File: src/rtl/serial_adder.sv
// Bit-serial adder: one FA stage with a carry flop, LSB first, start/busy/done handshake.
// Result registers hold the last completed sum until the next RUN->DONE edge.

module FA (
    input  logic iA,
    input  logic iB,
    input  logic iC,
    output logic oS,
    output logic oC
);
    assign oS = iA ^ iB ^ iC;
    assign oC = (iA & iB) | (iC & (iA ^ iB));
endmodule

module serial_adder #(
    parameter int unsigned WIDTH = 8
) (
    input  logic             iClk,
    input  logic             iRst_n,
    input  logic             iStart,
    input  logic [WIDTH-1:0] iA,
    input  logic [WIDTH-1:0] iB,
    input  logic             iCin,
    output logic [WIDTH-1:0] oSum,
    output logic             oCout,
    output logic             oOvf,
    output logic             oBusy,
    output logic             oDone
);
    localparam int unsigned CW = $clog2(WIDTH) + 1;

    typedef enum logic [1:0] {S_IDLE, S_RUN, S_DONE} state_t;

    state_t           state_q;
    logic [WIDTH-1:0] a_q, b_q, sh_q, sh_d;
    logic             carry_q;
    logic [CW-1:0]    cnt_q;
    logic [WIDTH-1:0] sum_q;
    logic             cout_q, ovf_q, busy_q, done_q;
    logic             fa_s, fa_c;

    FA u_fa (
        .iA (a_q[0]),
        .iB (b_q[0]),
        .iC (carry_q),
        .oS (fa_s),
        .oC (fa_c)
    );

    // Sum enters at the MSB so that after WIDTH shifts bit i holds sum bit i.
    always_comb begin
        sh_d = {fa_s, sh_q[WIDTH-1:1]};
    end

    always_ff @(posedge iClk or negedge iRst_n) begin
        if (!iRst_n) begin
            state_q <= S_IDLE;
            a_q     <= '0;
            b_q     <= '0;
            sh_q    <= '0;
            carry_q <= 1'b0;
            cnt_q   <= '0;
            sum_q   <= '0;
            cout_q  <= 1'b0;
            ovf_q   <= 1'b0;
            busy_q  <= 1'b0;
            done_q  <= 1'b0;
        end else begin
            case (state_q)
                S_IDLE: begin
                    done_q <= 1'b0;
                    if (iStart) begin
                        a_q     <= iA;
                        b_q     <= iB;
                        carry_q <= iCin;
                        cnt_q   <= '0;
                        sh_q    <= '0;
                        busy_q  <= 1'b1;
                        state_q <= S_RUN;
                    end
                end
                S_RUN: begin
                    a_q     <= {1'b0, a_q[WIDTH-1:1]};
                    b_q     <= {1'b0, b_q[WIDTH-1:1]};
                    sh_q    <= sh_d;
                    carry_q <= fa_c;
                    cnt_q   <= cnt_q + 1'b1;
                    // carry_q here is the carry into the MSB
                    if (cnt_q == CW'(WIDTH - 1)) begin
                        sum_q   <= sh_d;
                        cout_q  <= fa_c;
                        ovf_q   <= carry_q ^ fa_c;
                        busy_q  <= 1'b0;
                        done_q  <= 1'b1;
                        state_q <= S_DONE;
                    end
                end
                S_DONE: begin
                    done_q  <= 1'b0;
                    state_q <= S_IDLE;
                end
                default: begin
                    busy_q  <= 1'b0;
                    done_q  <= 1'b0;
                    state_q <= S_IDLE;
                end
            endcase
        end
    end

    assign oSum  = sum_q;
    assign oCout = cout_q;
    assign oOvf  = ovf_q;
    assign oBusy = busy_q;
    assign oDone = done_q;
endmodule

File: config.mk
export PLATFORM = sky130hd
export DESIGN_NAME = serial_adder
export DESIGN_NICKNAME = d
export VERILOG_FILES = /design/src/rtl/serial_adder.sv
export SDC_FILE = /design/constraint.sdc
export NUM_CORES = 1
export LEC_CHECK = 0
export BUFFER_PORTS_ARGS = -buffer_cell sky130_fd_sc_hd__buf_2
export CAP_MARGIN = 20
export CORE_MARGIN = 8
export CORE_UTILIZATION = 45
export CTS_BUF_LIST = sky130_fd_sc_hd__clkbuf_4 sky130_fd_sc_hd__clkbuf_8
export CTS_CLUSTER_SIZE = 25
export DETAILED_ROUTE_END_ITERATION = 7
export PLACE_DENSITY = 0.7
export SLEW_MARGIN = 5
export SYNTH_ARGS = -nofsm -noshare
export SYNTH_HDL_FRONTEND = slang
export SYNTH_SLANG_ARGS = --single-unit
File: constraint.sdc
create_clock -name iClk -period 1.45 [get_ports iClk]
set_input_delay 0.3625 -clock iClk [delete_from_list [all_inputs] [get_ports iClk]]
set_output_delay 0.3625 -clock iClk [all_outputs]
set_load 0.02 [all_outputs]
Word-level counts from Yosys, hierarchy flattened --
Cells that the tools add are included. Widths: inputs -> output; s select.
Cells by class: multiplexer cells 18, $add $sub $neg 1, reduce and logical (&&, ||, !) cells 6, bitwise operators 7, equal/unequal tests 5
Operators by type and width (count):
- $pmux 8 s2 | 3
- $mux 8 | 3
- $pmux 4 s2 | 1
- $reduce_and 2->1 | 3
- $mux 1 | 5
- $add 4x1->4 const B | 1
- $eq 4x3->1 const B | 1
- $mux 2 | 2
- $mux 4 | 1
- $ne 2x2->1 const B | 2
- $pmux 2 s2 | 1
- $pmux 1 s3 | 1
- $reduce_and 3->1 | 1
- $xor 1x1->1 | 3
- $and 1x1->1 | 2
- $eq 2x1->1 const B | 1
- $eq 2x2->1 const B | 1
- $logic_not 2->1 | 1
- $pmux 1 s2 | 1
- $reduce_bool 2->1 | 1
- $not 1->1 | 1
- $or 1x1->1 | 1
Word-level totals: bits of input ports 20, word-level logic and storage cells 48, output and inout port bits 12, flip-flop bits (word level) 43

Longest topological paths before layout --
word-level depth 4, depth in mapped cells 5, mapped depth without buffers 4

Cells and area by module --
From an unflattened synthesis, not the netlist that was laid out.
Second synthesis, totals: cells, all modules 164, area total of the unflattened synthesis 1920.6 um^2
By module, submodules not included:
- serial_adder | cells an instance 163, sequential area each 1051.0 um^2, times used 1, area an instance 1900.6 um^2
- FA | cells an instance 1, sequential area each 0.0 um^2, times used 1, area an instance 20.0 um^2

Least setup slack after synthesis --
Ideal clock, no wire load.
kind flip-flop to flip-flop, start register cnt_q[0], end register cout_q, in the netlist oCout, stages on the path, launching flop included 6, required time 1.325 ns, buffers on the path 1, path slack -0.099 ns, data arrival time 1.424 ns, setup time 0.125 ns, clock period less this slack 1.549 ns, path through dfrtp_1 -> ha_1 -> and3b_2 -> and2_4 -> buf_12 -> mux2_4
On the way: longest elaborated chain between the ends 2
RTL lines:
- start: declaration | RTL line 37 | logic [CW-1:0] cnt_q;
- start signal: assignment | RTL line 87 | cnt_q <= cnt_q + 1'b1;
- $eq 4x3->1 | RTL line 89 | if (cnt_q == CW'(WIDTH - 1)) begin
- $reduce_and 2->1 (no source line)
- end signal: assignment | RTL line 64 | cout_q <= 1'b0;
- end signal: assignment | RTL line 91 | cout_q <= fa_c;
- end: declaration | RTL line 39 | logic cout_q, ovf_q, busy_q, done_q;
Every way passes these cells. A chain may end at the register's enable or synchronous reset.

Final worst setup path --
start register cnt_q[1], end register sum_q[0], in the netlist oSum[0]
On the way: longest elaborated chain between the ends 2
RTL lines:
- $eq 4x3->1 | RTL line 89
- $reduce_and 2->1 (no source line)
- end signal: assignment | RTL line 63 | sum_q <= '0;
- end signal: assignment | RTL line 90 | sum_q <= sh_d;
- end: declaration | RTL line 38 | logic [WIDTH-1:0] sum_q;
Every way passes these cells.

==> summary.md <==
| Metric | Value |
|---|---|
| Proportion of layout cells with a drive suffix above 1 | `34.9%` |
| Crit path launch type | `register` |
| Pre-Repair DR Iteration Count | `4` |
| RR Startpoint | `cnt_q[1]` |
| Warnings from Yosys | `0` |
| Setup crit end | `oSum[0]` |
| Post-placement worst setup slack | `-0.0172 ns` |
| Overall power | `about 4500 uW` |
| Commonest cells after routing, fill and taps aside | `dfrtp_1, buf_2, a21oi_1` |
| Reg clk slew, reported paths | `0.08 ns` |
| H-tree levels | `2` |
| Final ANT Viol Nets | `0` |
| Setup crit start | `cnt_q[1]` |
| Crit end category | `register` |
| Initial antenna violation count | `0` |
| Top FF cell, synth | `dfrtp_1` |
| Highest clock rate | `713 MHz` |
| Post-DP Area | `between 0.002 and 0.0025 sq mm` |
| Post-Route Utilization | `a little under three fifths` |
| R2R Path End | `oSum[0]` |
| Worst vdd ir | `0.000846 V` |
| Distinct cells, synth | `31` |
| Most common cell after layout, fill and taps aside | `dfrtp_1` |
| Post-synth EDFFs | `0` |
| R2R Setup Slk | `between 0.04 and 0.05 ns` |
| Global-route wire length before repair | `7090 microns` |
| Final Hold Viols | `2` |
| Drt wl/cell | `~16 microns` |
| Diode count | `0` |
| Slew @ Worst Pin | `0.433 ns` |
| Seq/Total Area, Yosys | `54.7%` |
| Skew final | `0.00874 ns` |
| Final WL | `around 4300 microns` |
| PwrDens | `between 1500 and 2000 mW/mm^2` |
| CTS Buffer Depth | `2` |
| GRT Total Usage | `between 10% and 20%` |
| Flops & latches, synth | `between 40 and 50` |
| Global placement routability congestion | `0.757` |
| Die area | `around 0.0066 sq mm` |
| Static Leak | `roughly 0.0011 uW` |
| Grt ovf | `0` |
| Final instance area | `between 0.002 and 0.0025 sq mm` |
| CTS tree | `built` |
| Final period util | `between 90% and 100%` |
| Row cnt | `23` |
| Nets | `230` |
| Max cap viols | `0` |
| Asr flop ratio synth | `100%` |
| Hold WS | `-0.00270 ns` |
| PortBufs | `31` |
| Largest net degree at the start of global routing | `28` |
| Fillcell total | `344` |
| Vias/cell | `5.58` |
| Syn Nets | `186` |
| Cts hold-fix bufs | `0` |
| Worst EP arrival | `1.59 ns` |
| Slew HR | `71.1%` |
| Inserted Clock Buffers | `5` |
| Core area | `0.00406 sq mm` |
| Worst-skew pair later-pin latency | `0.29 ns` |
| Worst R2R Path Depth | `4` |
| Mapped cell area | `approximately 0.0019 sq mm` |
| Root buf cell | `clkbuf_8` |
| Endpoints failing setup | `0` |
| Worst Path Required | `1.63 ns` |
| Synthesis-to-finish area growth | `20.2%` |
| Via Count | `1445` |
| Failing checks | `hold timing` |
| DRT iter0 DRCs | `73` |
| Crit path kind | `reg -> reg` |
| Number of global-route vias before repair | `between 1500 and 2000` |
| Syn Area/Cell | `11.7 sq um` |
| Die Y | `81.4 microns` |
| Unrepaired setup endpoints after global routing | `false` |
| Clock period minus worst slack | `1.40 ns` |
| DRC Markers | `0` |
| CP Max Fanout | `5` |
| Hold WC Path Type | `in -> async` |
| Starting Density | `47.4%` |
| Outcome | `finished with violations` |
| Die Width | `81.4 microns` |
| Ports | `32` |
| Synth Instances | `164` |
| Final HPWL from detailed placement | `2970 microns` |
| Max Slew Vio Count | `0` |
| Clk sinks | `42` |
| Worst Slack Setup Final | `0.0471 ns` |
-- registers in the layout (all words and copies together) (netlist names), 2 cells and up --
register	flops
a_q	8
b_q	8
oSum	8
sh_q	7
cnt_q	4
state_q	2
-- worst min-delay path by stage --
stage	slack, ns	start	to	cells after the start
after global placement	0.32	iRst_n	oDone	1
after floorplan	0.07	iRst_n	a_q[0]	0
after CTS	0.005	iRst_n	oDone	1
after global routing	0.01	iRst_n	oDone	1
after detailed placement	0.33	iRst_n	state_q[0]	1
final	-0.003	iRst_n	oDone	1
-- through the flow --
step           std cells  setup TNS [ns]
5_1_grt              259               0
6_report             259               0
4_1_cts              257               0
3_5_place_dp         247         -0.0172
2_1_floorplan        164          -0.235
3_3_place_gp         247               0
-- cell usage after synthesis, drive strengths merged (2+ instances only) --
cell type / number / share of area (%)
o21ai: 17 / 4.4
a21oi: 21 / 5.5
a22o: 9 / 4.2
dfrtp: 42 / 55
inv: 2 / 0.39
nor2b: 16 / 5.6
mux2: 10 / 7.4
nand2: 3 / 0.59
and2b: 3 / 1.2
clkbuf: 3 / 0.59
buf: 9 / 3.6
nor2: 3 / 0.59
a22oi: 15 / 5.9
-- layer usage --
metal,vias to the layer above,GRT usage [%],share of wire (%)
met5,-,0,0
met3,5,4.64,6.1
met4,0,4.29,1.2
met2,38,22.4,49
met1,721,16.8,44
li1,681,-,-
-- report_power, final --
part	internal [uW]	switching [uW]	total, uW	leakage [uW]
registers	1610	313	1920	0.000543
logic	928	902	1830	0.000513
clock network	383	404	787	0.0000472
-- critical path, stage by stage (launching register included) --
cell	delay, ns
dfrtp_1	0.37
ha_2	0.19
and3b_2	0.22
and2_4	0.21
mux2_4	0.31
-- cell families (layout without fill, tap and decap cells) --
family | count (synthesis) | in the layout | share of synthesized area (%)
flops | 42 | 42 | 54.7
simple gates | 28 | 29 | 9.18
mux | 10 | 10 | 7.42
fa+ha+maj | 2 | 2 | 1.69
buf+inv | 14 | 58 | 4.62
xor+xnor | 1 | 1 | 0.456
compound gates | 67 | 67 | 21.9
-- what timing repair did --
action                                  CTS  global route
gates resized for setup                   0             4
setup buffers                             1             2
endpoints found under the setup margin    1             9
gates cloned                              1             0
-- final cells by class --
| type | count | area (sq um) | share of cell area [%] |
|---|---|---|---|
| well taps | 50 | 62.6 | 2.71 |
| clock inverters | 2 | 12.5 | 0.542 |
| multi-input cells | 109 | 797 | 34.5 |
| flip-flops and latches | 42 | 1050 | 45.6 |
| repair buffers | 48 | 295 | 12.8 |
| inverters | 2 | 7.51 | 0.325 |
| clock buffers | 6 | 82.6 | 3.58 |
No activity file was read; power rests on OpenSTA's default activity.
